[src/rtl/lsu_align.sv]
// lsu_align: load/store alignment unit between the core memory stage and the data RAM.
// Translates funct3-typed requests into RAM size/address/data commands, absorbs the
// RAM's one-cycle read latency, and splits word-crossing accesses into read-modify-write
// sequences over words N and N+1.
// Optional feature macro: LSU_MISALIGN_TRAP_EN -- word-crossing requests complete at once
// with fault=1 and no RAM access instead of being split.
module lsu_align #(
  parameter int unsigned N = 8
) (
  input  logic        clk,
  input  logic        rst,
  input  logic        req_valid,
  input  logic        req_we,
  input  logic [2:0]  req_funct3,
  input  logic [31:0] req_addr,
  input  logic [31:0] req_wdata,
  output logic        busy,
  output logic        done,
  output logic [31:0] rdata,
  output logic        fault,
  output logic        ram_we,
  output logic [1:0]  ram_mem_ctrl,
  output logic [31:0] ram_address,
  output logic [31:0] ram_data_in,
  input  logic [31:0] ram_data_out
);

  // RAM size codes
  localparam logic [1:0] STORE_B  = 2'b00;
  localparam logic [1:0] STORE_HW = 2'b01;
  localparam logic [1:0] STORE_W  = 2'b10;

  localparam logic [2:0] S_IDLE  = 3'd0;
  localparam logic [2:0] S_RD_LO = 3'd1;
  localparam logic [2:0] S_RD_HI = 3'd2;
  localparam logic [2:0] S_WR_HI = 3'd3;
  localparam logic [2:0] S_DONE  = 3'd4;

  // Word N+1 is always formed on 30 bits; the RAM keeps only addr[N+1:2], so wrap is its job.
  if (N > 30) begin : g_ram_wider_than_addr
  end

  function automatic logic [1:0] size_code(input logic [2:0] f3);
    case (f3)
      3'b000, 3'b100: size_code = STORE_B;
      3'b001, 3'b101: size_code = STORE_HW;
      default:        size_code = STORE_W;
    endcase
  endfunction

  function automatic logic is_split(input logic [2:0] f3, input logic [1:0] off);
    case (size_code(f3))
      STORE_B:  is_split = 1'b0;
      STORE_HW: is_split = (off == 2'd3);
      default:  is_split = (off != 2'd0);
    endcase
  endfunction

  // Shift the {hi,lo} pair down to the addressed byte, then size and extend.
  function automatic logic [31:0] extract(input logic [63:0] dw, input logic [2:0] f3,
                                          input logic [1:0] off);
    logic [31:0] sh;
    sh = 32'(dw >> {off, 3'b000});
    case (size_code(f3))
      STORE_B:  extract = f3[2] ? {24'd0, sh[7:0]}   : {{24{sh[7]}}, sh[7:0]};
      STORE_HW: extract = f3[2] ? {16'd0, sh[15:0]}  : {{16{sh[15]}}, sh[15:0]};
      default:  extract = sh;
    endcase
  endfunction

  logic [2:0]  state_q, state_d;
  logic        done_q, done_d;
  logic [31:0] rdata_q, rdata_d;
  logic        fault_q, fault_d;
  logic [31:0] lo_q, lo_d;
  logic [31:0] hi_q, hi_d;
  logic        we_q, we_d;
  logic [2:0]  f3_q, f3_d;
  logic [31:0] addr_q, addr_d;
  logic [31:0] wdata_q, wdata_d;
  logic        ram_we_raw;

  logic [29:0] word_n1;
  logic [31:0] byte_mask;
  logic [63:0] wmask;
  logic [63:0] wshift;
  logic [63:0] merged;

  // Store data merged into the {hi,lo} pair read back from words N and N+1
  assign word_n1   = addr_q[31:2] + 30'd1;
  assign byte_mask = (size_code(f3_q) == STORE_HW) ? 32'h0000_FFFF : 32'hFFFF_FFFF;
  assign wmask     = {32'd0, byte_mask} << {addr_q[1:0], 3'b000};
  assign wshift    = {32'd0, wdata_q} << {addr_q[1:0], 3'b000};
  assign merged    = ({hi_q, lo_q} & ~wmask) | (wshift & wmask);

  // State and datapath registers
  always_ff @(posedge clk) begin
    if (rst) begin
      state_q <= S_IDLE;
      done_q  <= 1'b0;
      rdata_q <= '0;
      fault_q <= 1'b0;
      lo_q    <= '0;
      hi_q    <= '0;
      we_q    <= 1'b0;
      f3_q    <= '0;
      addr_q  <= '0;
      wdata_q <= '0;
    end else begin
      state_q <= state_d;
      done_q  <= done_d;
      rdata_q <= rdata_d;
      fault_q <= fault_d;
      lo_q    <= lo_d;
      hi_q    <= hi_d;
      we_q    <= we_d;
      f3_q    <= f3_d;
      addr_q  <= addr_d;
      wdata_q <= wdata_d;
    end
  end

  // Next-state and RAM command decode
  always_comb begin
    state_d      = state_q;
    done_d       = 1'b0;
    rdata_d      = rdata_q;
    fault_d      = 1'b0;
    lo_d         = lo_q;
    hi_d         = hi_q;
    we_d         = we_q;
    f3_d         = f3_q;
    addr_d       = addr_q;
    wdata_d      = wdata_q;
    busy         = 1'b0;
    ram_we_raw   = 1'b0;
    ram_mem_ctrl = size_code(f3_q);
    ram_address  = addr_q;
    ram_data_in  = wdata_q;

    case (state_q)
      S_IDLE: begin
        ram_mem_ctrl = size_code(req_funct3);
        ram_address  = req_addr;
        ram_data_in  = req_wdata;
        if (req_valid) begin
          busy    = 1'b1;
          we_d    = req_we;
          f3_d    = req_funct3;
          addr_d  = req_addr;
          wdata_d = req_wdata;
          if (is_split(req_funct3, req_addr[1:0])) begin
`ifdef LSU_MISALIGN_TRAP_EN
            state_d = S_DONE;
            done_d  = 1'b1;
            fault_d = 1'b1;
            rdata_d = '0;
`else
            state_d = S_RD_LO;
`endif
          end else if (req_we) begin
            ram_we_raw = 1'b1;
            state_d    = S_DONE;
            done_d     = 1'b1;
          end else begin
            state_d = S_RD_LO;
          end
        end
      end
      S_RD_LO: begin
        busy = 1'b1;
        lo_d = ram_data_out;
        if (is_split(f3_q, addr_q[1:0])) begin
          ram_mem_ctrl = STORE_W;
          ram_address  = {word_n1, 2'b00};
          state_d      = S_RD_HI;
        end else begin
          rdata_d = extract({32'd0, ram_data_out}, f3_q, addr_q[1:0]);
          done_d  = 1'b1;
          state_d = S_DONE;
        end
      end
      S_RD_HI: begin
        busy         = 1'b1;
        ram_mem_ctrl = STORE_W;
        ram_address  = {word_n1, 2'b00};
        if (we_q) begin
          hi_d        = ram_data_out;
          ram_we_raw  = 1'b1;
          ram_address = {addr_q[31:2], 2'b00};
          ram_data_in = merged[31:0];
          state_d     = S_WR_HI;
        end else begin
          rdata_d = extract({ram_data_out, lo_q}, f3_q, addr_q[1:0]);
          done_d  = 1'b1;
          state_d = S_DONE;
        end
      end
      S_WR_HI: begin
        busy         = 1'b1;
        ram_we_raw   = 1'b1;
        ram_mem_ctrl = STORE_W;
        ram_address  = {word_n1, 2'b00};
        ram_data_in  = merged[63:32];
        done_d       = 1'b1;
        state_d      = S_DONE;
      end
      S_DONE: begin
        state_d = S_IDLE;
      end
      default: begin
        state_d = S_IDLE;
      end
    endcase
  end

  // A write must never escape while reset is asserted
  assign ram_we = ram_we_raw & ~rst;
  assign done   = done_q;
  assign rdata  = rdata_q;
  assign fault  = fault_q;

endmodule

[config.mk]
export PLATFORM = sky130hd
export DESIGN_NAME = lsu_align
export DESIGN_NICKNAME = d
export VERILOG_FILES = /design/src/rtl/lsu_align.sv
export SDC_FILE = /design/constraint.sdc
export NUM_CORES = 1
export LEC_CHECK = 0
export ABC_AREA = 1
export CORE_MARGIN = 2
export CORE_UTILIZATION = 35
export DETAILED_ROUTE_END_ITERATION = 8
export HOLD_SLACK_MARGIN = 0.08
export SLEW_MARGIN = 25
export SYNTH_ARGS = -nofsm -noshare
export SYNTH_HDL_FRONTEND = slang
export SYNTH_SLANG_ARGS = --single-unit
export TNS_END_PERCENT = 5
[constraint.sdc]
create_clock -name clk -period 2.05 [get_ports clk]
set_clock_uncertainty 0.2 [all_clocks]
set_input_delay 0.41 -clock clk [delete_from_list [all_inputs] [get_ports clk]]
set_output_delay 0.41 -clock clk [all_outputs]
set_load 0.01 [all_outputs]
After elaboration in Yosys (flattened, before gate mapping)
Cells that the tools add are included.
- shifts and indexed selects: 4
- reductions and logical operators: 19
- add/sub/neg operators: 1
- bitwise operators: 6
- multiplexer cells: 47
- equality and inequality tests: 19
- operators by type and width (operator ; number):
    $mux 32 ; 10
    $pmux 32 s2 ; 3
    $and 64x64->64 ; 2
    $pmux 32 s4 ; 1
    $shl 32x5->64 ; 2
    $pmux 32 s3 ; 1
    $not 64->64 ; 1
    $or 64x64->64 ; 1
    $shr 64x5->32 ; 1
    $shr 32x5->32 ; 1
    $add 30x1->30 const B ; 1
    $mux 2 ; 8
    $mux 3 ; 5
    $eq 3x3->1 const B ; 4
    $pmux 3 s4 ; 1
    $eq 2x1->1 const B ; 5
    $mux 1 ; 10
    $reduce_or 2->1 ; 5
    $eq 3x1->1 const B ; 3
    $logic_not 3->1 ; 3
    $logic_not 2->1 ; 4
    $pmux 2 s2 ; 2
    $eq 3x2->1 const B ; 2
    $ne 2x2->1 const B ; 3
    11 further kinds ; 17
- output and inout bits: 102
- bits of input ports: 103
- bits in registers: 168
- logic and storage cells: 105

Longest topological paths before layout
Gate-level depths: netlist (run 1).
- word-level depth: 13
- depth in mapped cells: 12
- gate-level depth less buffers: 9

Least setup slack after synthesis (run 1)
OpenSTA, ideal clock, no wires.
- path kind: reg-to-output
- start point: register addr_q[0]
- end point: output ram_address[27]
- required time: 1440 ps
- slack: -44 ps
- stages on the path, launching flop included: 10
- arrival: 1484 ps
- buffers on the path: 2
- cell sequence: dfxtp_1 > buf_4 > nor2_2 > nand2_1 > nand2_1 > nand2_2 > nand2_2 > buf_2 > a21oi_1 > a21oi_1
- longest elaborated chain between the ends: 5
- elaborated cells between the ends (all ways): 6
- classes of those cells: eq/ne (1); mux (4); reduce/logical (1)
- RTL lines (what ; RTL line ; text):
    start, declared ; 79 ; logic [31:0] addr_q, addr_d;
    start signal, assigned ; 118 ; addr_q <= addr_d;
    $eq 2x2->1 or $reduce_bool 2->1 (tied branches) ; 54, 55 ;
    $pmux 1 s2 * ; 52 ; case (size_code(f3))
    $mux 1 * ; 141 ; case (state_q)
    $mux 32 * ; 173 ; if (is_split(f3_q, addr_q[1:0])) begin
    $pmux 32 s4 * ; 141 ;
    end, declared ; 23 ; output logic [31:0] ram_address,
Every way passes the cells marked *; elsewhere a longest branch is shown, timed or not. The select of a mux whose other input is x is not followed.

Worst setup path after layout (run 1)
- start point: register addr_q[0]
- end point: output ram_address[26]
Same word-level chain as after synthesis.

==> key figures, run 1 <==
CTS
  • Clock Latency Late Sink: 450 ps
  • CTS tree: yes
  • Root Buffer: clkbuf_16
  • CTS Buf Count: 17
  • CTS sink cnt: 168
  • Clock Tree Buf Depth: 2
  • Htree depth: 4
  • Hold-fix buffers, CTS: 0
  • Clk slew on worst S/H paths: 80 ps

Setup path
  • Crit path kind: reg2out
  • Critical Path Source Type: flip-flop
  • Critical Path End Type: primary output
  • Worst Path Arrival: 2140 ps
  • Crit path max fanout: 9
  • Req. time, crit path: 1440 ps

STA
  • Worst rel slew slack: 0.623
  • Setup ws final: -704 ps
  • Fin. max-slew vios: 0
  • Worst-Margin Slew: 565 ps
  • Minimum hold slack: 275 ps
  • Hold Vio Cnt, Final: 0
  • Tmin final: 2750 ps
  • Period utilisation layout: 1.34
  • Max Freq: 0.363 GHz
  • Endpoints failing setup: 100
  • RSZ-0062 raised after global routing: true

Floorplan
  • Io pins: 205
  • Initial Utilization: 0.356
  • Core ar.: 31,600 µm²
  • Die X: 183 µm
  • Die Ht: 183 µm
  • Rows: 65
  • Full die area: 33,600 µm²

Pwr
  • Pwr dens: 728 nW/µm²
  • Static leakage: 7.65 nW
  • Peak supply drop: 0.658 mV
  • Pwr Total: 12.8 mW

Min path
  • Hold WC Path Type: reg2reg

Final layout
  • Final core utilization: 0.556
  • NumNets Final: 2,463
  • Fillcell total: 3,110
  • Multi-input logic area: 7280 µm²
  • Area growth syn-to-layout: 56.1%
  • Share of layout cells above drive strength 1: 0.264
  • Final instance area: 17,600 µm²
  • Register Area: 3400 µm²
  • # diodes: 0

Run
  • Max-cap violations: 0

Synth
  • Mapped cell area: 11,300 µm²
  • Cell variety after synth: 37
  • Syn avg cell area: 5.94 µm²
  • Syn Nets: 2,001
  • Sequential fraction of the synthesis area: 0.298
  • Ys Warns: 0
  • Mapped Cells: 1,897
  • Yosys reg bits: 168

Detailed routing
  • Total Wirelength: 52.9 mm
  • DR vias: 14.9k
  • Final ANT Viol Nets: 0
  • Remaining routing DRC violations: 0
  • Vias per std cell: 5.39
  • DR pass1 iterations: 5
  • Initial DRC count: 1,360
  • WL/cell: 19.1 µm

Place
  • Placed Area: 16,000 µm²
  • I/O Buffers: 203
  • Placer's final routability congestion estimate: 0.953
  • Dpl hpwl: 38.8 mm
  • Pre-CTS setup slack: -716 ps

Global routing
  • Met2 usage: 0.525
  • GR Layer Usage met1: 0.408
  • Vias in the first global route: 14.2k
  • First-pass GRT wire length: 80.9 mm
  • Grt total ovfl: 0
  • Met3 GRT Util: 0.0408
  • Gr usage total: 0.310
  • Antenna violations before repair: 1
  • Largest net degree at the start of global routing: 71
  • GR peak layer: met2

Run status
  • Status: finished with violations
  • Failing checks: negative setup slack
## cells in the final DEF, fill, tap and decap left out, types with 8 or more instances in the layout
cell type        instances
nand2_1                470
buf_4                  310
o21ai_0                192
nand3_1                182
nor2_1                 165
dfxtp_1                154
inv_1                  149
clkdlybuf4s50_1        135
a21oi_1                134
o211ai_1                51
buf_2                   47
o21ai_1                 37
a21oi_2                 36
buf_6                   30
buf_12                  27
a211oi_1                22
nand2_2                 19
clkbuf_16               19
a22oi_1                 17
nor2_2                  16
nand4_1                 12
nor2_4                  10
nand2_4                 10
nor3_1                  10
inv_2                    9
nand3_2                  8
a21oi_4                  8
dfxtp_2                  8
## kinds of logic (layout without fill, tap and decap cells)
group,count (synthesis),count (layout),synth area share
adder cells (fa/ha/maj),1,1,0.00111
buffers and inverters,296,771,0.110
flip-flops,168,168,0.298
AO/OA/AOI/OAI,520,520,0.255
other,1,1,0.000333
AND/OR/NAND/NOR,910,910,0.334
XOR/XNOR,1,1,0.000777
## where the power goes
part	total, mW	leakage, nW	switching (mW)	internal [mW]
combinational	5.50	5.98	3.06	2.44
sequential	3.89	1.38	0.282	3.60
clock	3.42	0.292	1.55	1.87
total	12.8	7.65	4.90	7.91
## registers in the layout, indices dropped and copies added, names as in the netlist
name and count:
addr_q 32, done 1, f3_q 3, hi_q 32, lo_q 32, rdata 32
state_q 3, wdata_q 32, we_q 1
## worst paths after layout
kind                                                from                  endpoint  slack [ps]  cells after the start
worst max-delay path              addr_q[0]$_SDFFE_PP0P_           ram_address[26]        -700                     11
worst max register to register    addr_q[0]$_SDFFE_PP0P_    rdata[16]$_SDFFE_PP0P_        -250                     13
worst min-delay path            wdata_q[29]$_SDFFE_PP0P_  wdata_q[29]$_SDFFE_PP0P_         270                      2
worst min register to register  wdata_q[29]$_SDFFE_PP0P_  wdata_q[29]$_SDFFE_PP0P_         270                      2
## synth_stat cells, drive strengths merged
master / n / area, µm²
a31oi: 2 / 12.5
o2111ai: 3 / 26.3
clkbuf: 57 / 215
a21boi: 2 / 15.0
nor2: 191 / 739
inv: 164 / 616
o22ai: 1 / 6.26
nor3: 11 / 60.1
nand2: 502 / 1900
o21bai: 1 / 7.51
ha: 1 / 12.5
o21ai: 235 / 1180
conb: 1 / 3.75
nand4: 14 / 100
a22oi: 23 / 173
a211oi: 22 / 165
xor2: 1 / 8.76
o211ai: 51 / 383
buf: 75 / 408
nand3: 191 / 956
o32ai: 1 / 8.76
o211a: 1 / 10.0
nand3b: 1 / 7.51
a21oi: 178 / 891
dfxtp: 168 / 3360
## metrics by stage
stage | TNS, ps | cells
after global routing | -52800 | 2774
final | -43810 | 2774
after CTS | -42310 | 2751
after global placement | -58460 | 2696
after detailed placement | -59740 | 2696
after floorplan | -172 | 1897
## metal layers
| layer | wire length (µm) | share of wire |
|---|---|---|
| met5 | 13 | 0.00025 |
| met4 | 1580 | 0.030 |
| met3 | 3420 | 0.065 |
| met2 | 24800 | 0.47 |
| met1 | 23100 | 0.44 |
## layout make-up
cell class	count	share of cell area
multi-input cells	1433	0.414
well taps	402	0.0286
clock inverters	13	0.00896
clock buffers	19	0.0252
repair buffers	575	0.294
flip-flops and latches	168	0.193
inverters	164	0.0364
## worst max-delay path, cell delays in order, from the launching register on
cell	delay [ps]
dfxtp_4	410
buf_6	130
nand3_1	80
nand2_2	120
nand3_2	130
nand2_4	130
buf_12	120
buf_16	120
buf_4	130
nand3_1	90
nand2_1	90
buf_2	140
## repair_timing
item,CTS,global route
resized for setup,417,87
buffers inserted,18,22
setup endpoints to repair,152,115
cloned,5,2
pin swaps,28,23
No activity file was read; power rests on OpenSTA's default activity.
==> inputs of run 2 (changes only) <==
Settings changed: DONT_BUFFER_PORTS set to 1, GPL_ROUTABILITY_DRIVEN set to 1.
==> key figures, run 2 (synthesis results as in run 1) <==
Final layout
  • Area growth syn-to-layout: 41.0% (was 56.1%)
  • Final instance area: 15,900 µm² (was 17,600 µm²)
  • Register Area: 3420 µm² (was 3400 µm²)
  • Most common cell after layout, fill and taps aside: nand2_1 (unchanged)
  • Final core utilization: 0.502 (was 0.556)
  • Most frequent cells in the layout: 471 x nand2_1, 198 x o21ai_0, 164 x nor2_1 (was 470 x nand2_1, 310 x buf_4, 192 x o21ai_0)
  • Share of layout cells above drive strength 1: 0.208 (was 0.264)
  • Fillcell total: 3,178 (was 3,110)
  • Multi-input logic area: 7480 µm² (was 7280 µm²)
  • Finished Layout Cells: 2,511 (was 2,774)
  • # diodes: 0 (unchanged)
  • NumNets Final: 2,200 (was 2,463)

STA
  • Hold Vio Cnt, Final: 0 (unchanged)
  • Period utilisation layout: 1.26 (was 1.34)
  • Setup ws final: -524 ps (was -704 ps)
  • Endpoints failing setup: 99 (was 100)
  • Max Freq: 0.388 GHz (was 0.363 GHz)
  • Final setup TNS: -30,820 ps (was -43,810 ps)
  • Worst rel slew slack: 0.632 (was 0.623)
  • Worst-Margin Slew: 549 ps (was 565 ps)
  • Tmin final: 2570 ps (was 2750 ps)
  • Minimum hold slack: 119 ps (was 275 ps)
  • Fin. max-slew vios: 0 (unchanged)
  • RSZ-0062 raised after global routing: true (unchanged)

Global routing
  • Met2 usage: 0.499 (was 0.525)
  • Largest net degree at the start of global routing: 58 (was 71)
  • First-pass GRT wire length: 77.4 mm (was 80.9 mm)
  • Antenna violations before repair: 0 (was 1)
  • Gr usage total: 0.296 (was 0.310)
  • GR peak layer: met2 (unchanged)
  • Met3 GRT Util: 0.0697 (was 0.0408)
  • Vias in the first global route: 13.5k (was 14.2k)
  • GR Layer Usage met1: 0.367 (was 0.408)
  • Grt total ovfl: 0 (unchanged)

Run
  • Max-cap violations: 0 (unchanged)

Floorplan
  • Rows: 65 (unchanged)
  • Initial Utilization: 0.356 (unchanged)
  • Full die area: 33,600 µm² (unchanged)
  • Core ar.: 31,600 µm² (unchanged)
  • Io pins: 205 (unchanged)
  • Die X: 183 µm (unchanged)
  • Die Ht: 183 µm (unchanged)

Place
  • Placer's final routability congestion estimate: 0.976 (was 0.953)
  • Placed Area: 13,000 µm² (was 16,000 µm²)
  • I/O Buffers: 0 (was 203)
  • Placed insts: 2,354 (was 2,696)
  • Pre-CTS setup slack: -135 ps (was -716 ps)
  • Dpl hpwl: 36.3 mm (was 38.8 mm)

Pwr
  • Pwr Total: 11.9 mW (was 12.8 mW)
  • Pwr dens: 752 nW/µm² (was 728 nW/µm²)
  • Static leakage: 6.57 nW (was 7.65 nW)
  • Peak supply drop: 0.713 mV (was 0.658 mV)

CTS
  • Htree depth: 4 (unchanged)
  • Clock Tree Buf Depth: 2 (unchanged)
  • CTS Buf Count: 17 (unchanged)
  • CTS tree: yes (unchanged)
  • Clk slew on worst S/H paths: 80 ps (about the same)
  • Clock Latency Late Sink: 460 ps (was 450 ps)
  • Root Buffer: clkbuf_16 (unchanged)
  • CTS sink cnt: 168 (unchanged)

Detailed routing
  • Remaining routing DRC violations: 0 (unchanged)
  • DR vias: 14.1k (was 14.9k)
  • Final ANT Viol Nets: 0 (unchanged)
  • Initial DRC count: 1,255 (was 1,360)
  • DR pass1 iterations: 8 (was 5)
  • Vias per std cell: 5.63 (was 5.39)
  • WL/cell: 20.3 µm (was 19.1 µm)
  • Total Wirelength: 50.9 mm (was 52.9 mm)

Setup path
  • Critical Path Source Type: flip-flop (unchanged)
  • CP Cell Sequence: nand3_1, nand2_4, nand2_4, nand2_4, nand2_8, buf_16, a21oi_2, a21oi_4 (was buf_6, nand3_1, nand2_2, nand3_2, nand2_4, buf_12, buf_16, buf_4, nand3_1, nand2_1, buf_2)
  • Req. time, crit path: 1440 ps (about the same)
  • Critical-path top delay cell: dfxtp_4 (unchanged)
  • Crit path max fanout: 6 (was 9)
  • Worst Path Arrival: 1960 ps (was 2140 ps)
  • Critical Path End Type: primary output (unchanged)
  • Crit path kind: reg2out (unchanged)
  • CP dominant cell by count: nand2_4 (was nand3_1)
  • CP peak stage delay: 420 ps (was 410 ps)

Run status
  • Failing checks: negative setup slack (unchanged)
  • Status: finished with violations (unchanged)

Min path
  • Hold WC Path Type: in2reg (was reg2reg)
[run 2: power by group]
part | internal [mW] | total, mW | switching (mW) | leakage [nW]
Clock | 1.65 | 3.37 | 1.72 | 0.289
Sequential | 3.61 | 3.98 | 0.369 | 1.39
Combinational | 1.84 | 4.59 | 2.75 | 4.89
[run 2: path summary, 6_finish.rpt]
kind	start	end	slack (ps)	cells past startpoint
worst max-delay path	addr_q[0]$_SDFFE_PP0P_	ram_address[16]	-520	8
worst min-delay path	req_addr[1]	state_q[0]$_SDFFE_PP0P_	120	4
worst max register to register	addr_q[0]$_SDFFE_PP0P_	rdata[13]$_SDFFE_PP0P_	-80	13
worst min register to register	hi_q[28]$_SDFFE_PP0P_	hi_q[28]$_SDFFE_PP0P_	300	2
[run 2: timing repair]
action / in CTS / in global routing
pin swaps: 47 / 22
endpoints found under the setup margin: 92 / 106
setup buffers: 15 / 1
resized for setup: 200 / 70
cloned: 6 / 0
hold endpoints to repair: 136 / 0
hold buffers: 104 / 0
[run 2: critical path: cells and delay by family, from the launching register on]
| kind | cells | cell delay, ps |
|---|---|---|
| and+or+nand+nor | 5 | 580 |
| DFF | 1 | 420 |
| AOI/OAI and AO/OA | 2 | 340 |
| buffers and inverters | 1 | 160 |
[run 2: per-layer routing]
layer	vias to the layer above	share of wire
met3	141	0.081
met4	0	0.039
met5	-	0
met1	6628	0.41
met2	633	0.47
li1	6745	-
[run 2: cell type report]
class | count | area share
Clock buffer | 17 | 0.0268
Clock inverter | 15 | 0.0107
Inverter | 164 | 0.0401
Multi-Input combinational cell | 1433 | 0.471
Sequential cell | 168 | 0.215
Tap cell | 402 | 0.0317
Timing Repair Buffer | 312 | 0.205
